## config.mk

```make
export PLATFORM = sky130hd
export DESIGN_NAME = dm_store_buffer
export DESIGN_NICKNAME = d
export VERILOG_FILES = /design/src/rtl/dm_store_buffer.sv
export SDC_FILE = /design/constraint.sdc
export NUM_CORES = 1
export LEC_CHECK = 0
export CORE_MARGIN = 5
export CORE_UTILIZATION = 56
export DETAILED_ROUTE_END_ITERATION = 12
export GPL_TIMING_DRIVEN = 0
export MAX_ROUTING_LAYER = met4
export PLACE_DENSITY = 0.85
export SLEW_MARGIN = 20
export SYNTH_ARGS = -nofsm -noshare
export SYNTH_HDL_FRONTEND = slang
export SYNTH_SLANG_ARGS = --single-unit
```

## constraint.sdc

```tcl
create_clock -name clk -period 6.5 [get_ports clk]
set_input_delay 1.3 -clock clk [delete_from_list [all_inputs] [get_ports clk]]
set_output_delay 1.3 -clock clk [all_outputs]
set_load 0.01 [all_outputs]
```

## src/rtl/dm_store_buffer.sv

```systemverilog
// Store buffer and DM port arbiter: queues stores, drains one per cycle, gives loads the bus first.
// Optional macro DM_STORE_FWD_EN forwards buffered data to matching loads instead of stalling them.
module dm_store_buffer #(
    parameter  int DEPTH = 4,
    parameter  int AW    = 32,
    parameter  int DW    = 32,
    localparam int PW    = $clog2(DEPTH),
    localparam int CW    = PW + 1
) (
    input  logic          clk,
    input  logic          reset,
    input  logic          st_valid,
    output logic          st_ready,
    input  logic [AW-1:0] st_addr,
    input  logic [DW-1:0] st_data,
    input  logic          ld_valid,
    input  logic [AW-1:0] ld_addr,
    output logic [DW-1:0] ld_data,
    output logic          ld_stall,
    output logic          ld_fwd,
    output logic          dm_wr,
    output logic          dm_rd,
    output logic [AW-1:0] dm_addr,
    output logic [DW-1:0] dm_wdata,
    input  logic [DW-1:0] dm_rdata,
    output logic          empty,
    output logic [CW-1:0] count
);

    logic [AW-1:0]    addr_mem [DEPTH];
    logic [DW-1:0]    data_mem [DEPTH];
    logic [DEPTH-1:0] valid_q;
    logic [PW-1:0]    head_q;
    logic [PW-1:0]    tail_q;
    logic [CW-1:0]    count_q;
    logic [AW-1:0]    last_addr_q;
    logic [DW-1:0]    last_wdata_q;

    logic push;
    logic pop;
    logic hit;
    logic ld_bus;
`ifdef DM_STORE_FWD_EN
    logic [DW-1:0] hit_data;
`endif

    assign empty    = (count_q == '0);
    assign count    = count_q;
    assign st_ready = (count_q < CW'(DEPTH));
    assign push     = st_valid && st_ready;

    // Scan oldest to youngest so the last hit is the youngest matching store.
    always_comb begin
        logic [PW-1:0] idx;
        // NOTE: every always_comb output gets a default first so no path can infer a latch.
        hit = 1'b0;
        idx = head_q;
`ifdef DM_STORE_FWD_EN
        hit_data = '0;
`endif
        for (int i = 0; i < DEPTH; i++) begin
            idx = head_q + PW'(i);
            if (valid_q[idx] && (addr_mem[idx][AW-1:2] == ld_addr[AW-1:2])) begin
                hit = 1'b1;
`ifdef DM_STORE_FWD_EN
                hit_data = data_mem[idx];
`endif
            end
        end
    end

    // Only a load that actually needs DM takes the bus; a matched load lets the drain run.
    assign ld_bus   = ld_valid && !hit;
    assign pop      = !empty && !ld_bus;
    assign dm_wr    = pop;
    assign dm_rd    = ld_bus;
    assign dm_addr  = pop ? addr_mem[head_q] : (ld_bus ? ld_addr : last_addr_q);
    assign dm_wdata = pop ? data_mem[head_q] : last_wdata_q;

`ifdef DM_STORE_FWD_EN
    assign ld_stall = 1'b0;
    assign ld_fwd   = ld_valid && hit;
    assign ld_data  = ld_bus ? dm_rdata : (ld_fwd ? hit_data : '0);
`else
    assign ld_stall = ld_valid && hit;
    assign ld_fwd   = 1'b0;
    assign ld_data  = ld_bus ? dm_rdata : '0;
`endif

    always_ff @(posedge clk or negedge reset) begin
        if (!reset) begin
            head_q       <= '0;
            tail_q       <= '0;
            count_q      <= '0;
            valid_q      <= '0;
            last_addr_q  <= '0;
            last_wdata_q <= '0;
        end else begin
            if (push) begin
                tail_q          <= tail_q + PW'(1);
                valid_q[tail_q] <= 1'b1;
            end
            if (pop) begin
                head_q          <= head_q + PW'(1);
                valid_q[head_q] <= 1'b0;
            end
            count_q      <= count_q + CW'(push) - CW'(pop);
            last_addr_q  <= dm_addr;
            last_wdata_q <= dm_wdata;
        end
    end

    // NOTE: payload storage is deliberately not reset; valid_q alone decides whether an entry is live.
    always_ff @(posedge clk) begin
        if (push) begin
            addr_mem[tail_q] <= st_addr;
            data_mem[tail_q] <= st_data;
        end
    end

endmodule

```

==> summary.txt <==
STA
  – Slew HR: 25.7%
  – Final setup viols: 0
  – Final clock skew: 0.0286 ns
  – Worst Tran Pin Value: 1.11 ns
  – Maximum clock frequency: 0.155 GHz
  – Final Hold Fails: 0
  – Final worst-path cycle share: 99.5%
  – Max-slew violations: 0
  – Fin crit period: 6.47 ns
  – Setup TNS: 0 ns

Detailed routing
  – Via count: 11,600
  – First DRT Iteration DRCs: 1,147
  – DR WL/cell: 29.7 um
  – Final ANT Viol Nets: 0
  – Drt pass-1 iters: 5
  – Via-per-instance ratio: 6.43
  – DRC Markers: 0
  – Post-Route WL: 53,600 um

Critical path
  – Kind of critical path: flip-flop to output pin
  – Req. time, crit path: 5.20 ns
  – CP max FO: 11
  – CP endpoint kind: output pin
  – Critical Path AT: 5.17 ns
  – Crit path launch type: flip-flop

GRT
  – First-pass GRT wire length: 77,300 um
  – Largest net degree at the start of global routing: 49
  – Vias in the first global route: 12,100
  – Overall Global Routing Usage: 32.0%
  – Initial antenna violation count: 2
  – Grt ovf: 0

Clock tree
  – Clk_lat worst skew: 0.55 ns
  – Clk buf depth: 3
  – Clock Pin Slew Worst Setup and Hold Paths: 0.06 ns
  – Num CTS Buffers: 37
  – Htree depth: 2
  – Root buffer cell: clkbuf_16
  – Clock sinks: 331
  – CTS tree: built

Layout
  – Multi-input logic area: 7380 um^2
  – Storage cell area: 9570 um^2
  – Commonest non-fill, non-tap cell in the layout: edfxtp_1
  – Commonest cells after routing, fill and taps aside: edfxtp_1, mux4_2, clkdlybuf4s50_1
  – Layout area overhead: 27.8%
  – Layout cells sized above 1: 26.6%
  – Nets: 1,522
  – Fill count: 1,960

Die
  – Chip height: 185 um
  – Initial core utilization: 56.3%
  – Die Area: 34,200 um^2
  – # IOs: 237
  – Row count: 64
  – Width of the die: 185 um
  – CORE AREA: 30,400 um^2

Power and ir drop
  – VDD IR max: 302 uV
  – PwrDens: 507 nW/um^2
  – Clock power share: 19.4%
  – Switching Power: 0.00422 W
  – Total power: 0.0111 W
  – Leakage: 8.34 nW
  – Sequential share of power: 26.8%
  – Switching Share: 38.0%
  – Gate power share: 53.8%
  – Cell-internal power: 0.00689 W

Placement
  – Port bufs: 209
  – RD Place Congestion: 0.989
  – Post-DP HPWL: 36,900 um

Synth
  – Syn avg cell area: 15.5 um^2
  – Cell area after synthesis: 17,100 um^2
  – EDFF count, synth: 256
  – Yosys reg bits: 331
  – Cell variety after synth: 55
  – Net count after synthesis: 1,249
  – Yosys Warn Count: 0
  – Post-Synthesis Cells: 1,107
  – Register area share after synthesis: 55.9%
  – Main flop type after synthesis: edfxtp_1
  – Synth async-reset ratio: 22.7%

Run status
  – Outcome: completed

Min path
  – HP Class: flip-flop to flip-flop

Run
  – Max Cap Viol: 0
## sequential cells by signal, summed over array words and instances (netlist names)
name,count
tail_q,2
addr_mem,128
valid_q,4
head_q,2
last_wdata_q,32
last_addr_q,32
count,3
data_mem,128
## logic make-up after synthesis
kind of cell,after synthesis,synth area share [%]
multiplexers,272,25.8
XOR/XNOR,113,5.78
AO/OA/AOI/OAI,75,3.35
adder cells (fa/ha/maj),10,0.775
AND/OR/NAND/NOR,195,5.56
buffers and inverters,110,2.88
other,1,0.0219
flip-flops,331,55.9
## worst paths after layout
| kind | from | end | slack (ns) | cells past startpoint |
|---|---|---|---|---|
| worst max register to register | head_q[0] | count[2] | 1.42 | 23 |
| min in group asynchronous | reset | last_addr_q[21] | 0.66 | 1 |
| worst min-delay path | last_wdata_q[25] | last_wdata_q[25] | 0.48 | 1 |
| worst min register to register | last_wdata_q[25] | last_wdata_q[25] | 0.48 | 1 |
| worst max-delay path | head_q[0] | dm_addr[13] | 0.03 | 18 |
| max in group asynchronous | reset | head_q[0] | 5.24 | 2 |
## area by class of cell
class,instances,area share [%]
Antenna cell,1,0.0114
Buffer,86,2.99
Clock buffer,51,4.65
Clock inverter,17,1.13
Inverter,22,0.400
Multi-Input combinational cell,666,33.7
Sequential cell,331,43.7
Tap cell,396,2.26
Timing Repair Buffer,236,11.1
## layer usage
layer  up-vias  track usage (%)  part of all wire, %
met3       157             8.56                   10
met5         -                -                    0
li1       4832                -                    -
met1      5896             39.9                   36
met4         0             14.1                  5.3
met2       734             49.7                   49
## cells in the mapped netlist, drive strengths merged (4+ instances only)
| cell type | n | area [um^2] |
|---|---|---|
| mux2 | 64 | 754 |
| o22ai | 8 | 50.1 |
| buf | 52 | 275 |
| o21ai | 8 | 40.0 |
| a2111oi | 4 | 35.0 |
| nand4 | 17 | 106 |
| mux2i | 82 | 821 |
| nor3 | 5 | 25.0 |
| a31o | 4 | 35.0 |
| ha | 9 | 113 |
| dfrtp | 75 | 1880 |
| nor2 | 15 | 56.3 |
| nand2 | 94 | 353 |
| edfxtp | 256 | 7690 |
| a22oi | 4 | 30.0 |
| mux4 | 126 | 2840 |
| clkbuf | 36 | 135 |
| nor4 | 8 | 56.3 |
| xor2 | 24 | 210 |
| nor2b | 4 | 25.0 |
| and2 | 39 | 244 |
| xnor2 | 89 | 780 |
| inv | 20 | 75.1 |
| o221ai | 4 | 35.0 |
| o211ai | 4 | 30.0 |
| o2111ai | 5 | 43.8 |
| o22a | 4 | 35.0 |
| a21oi | 13 | 65.1 |
## metrics by stage
step | std cells | worst slack, ns | util (%) | hold WS, ns | cell area [um^2]
after floorplan | 1107 | 0.423 | - | 0.512 | 17100
after global placement | 1712 | -2.78 | 64.8 | 0.476 | 19700
after detailed placement | 1717 | -2.91 | 65.3 | 0.483 | 19900
after CTS | 1803 | -0.00370 | 71.6 | 0.492 | 21800
after global routing | 1806 | -0.0606 | 71.9 | 0.500 | 21900
final | 1806 | 0.0322 | 71.9 | 0.485 | 21900
## timing repair
action,in CTS,in global routing
buffers inserted,18,4
pin swaps,12,3
endpoints found under the setup margin,172,98
hold buffers,0,0
cloned,0,0
resized for setup,188,66
## critical path, cell delays in order (launching register included)
cell             delay (ns)
dfrtp_2                0.38
buf_12                 0.12
buf_12                 0.14
clkinv_4               0.10
buf_8                  0.17
ha_4                   0.30
buf_12                 0.15
buf_6                  0.14
mux4_2                 0.31
xor2_1                 0.17
nor4_2                 0.29
nand4_1                0.15
or4_4                  0.55
o41ai_4                0.21
buf_4                  0.20
nor3_2                 0.07
buf_4                  0.25
mux2_2                 0.33
clkdlybuf4s50_1        0.56
## power by group through the flow
stage	sequential, W	combinational (W)	clock (W)
floorplan	0.00294	0.00341	0
global placement	0.00301	0.00522	0
detailed placement	0.00301	0.00532	0
CTS	0.00297	0.00590	0.00217
global route	0.00301	0.00622	0.00226
finish	0.00298	0.00597	0.00216
No activity file was read; power rests on OpenSTA's default activity.
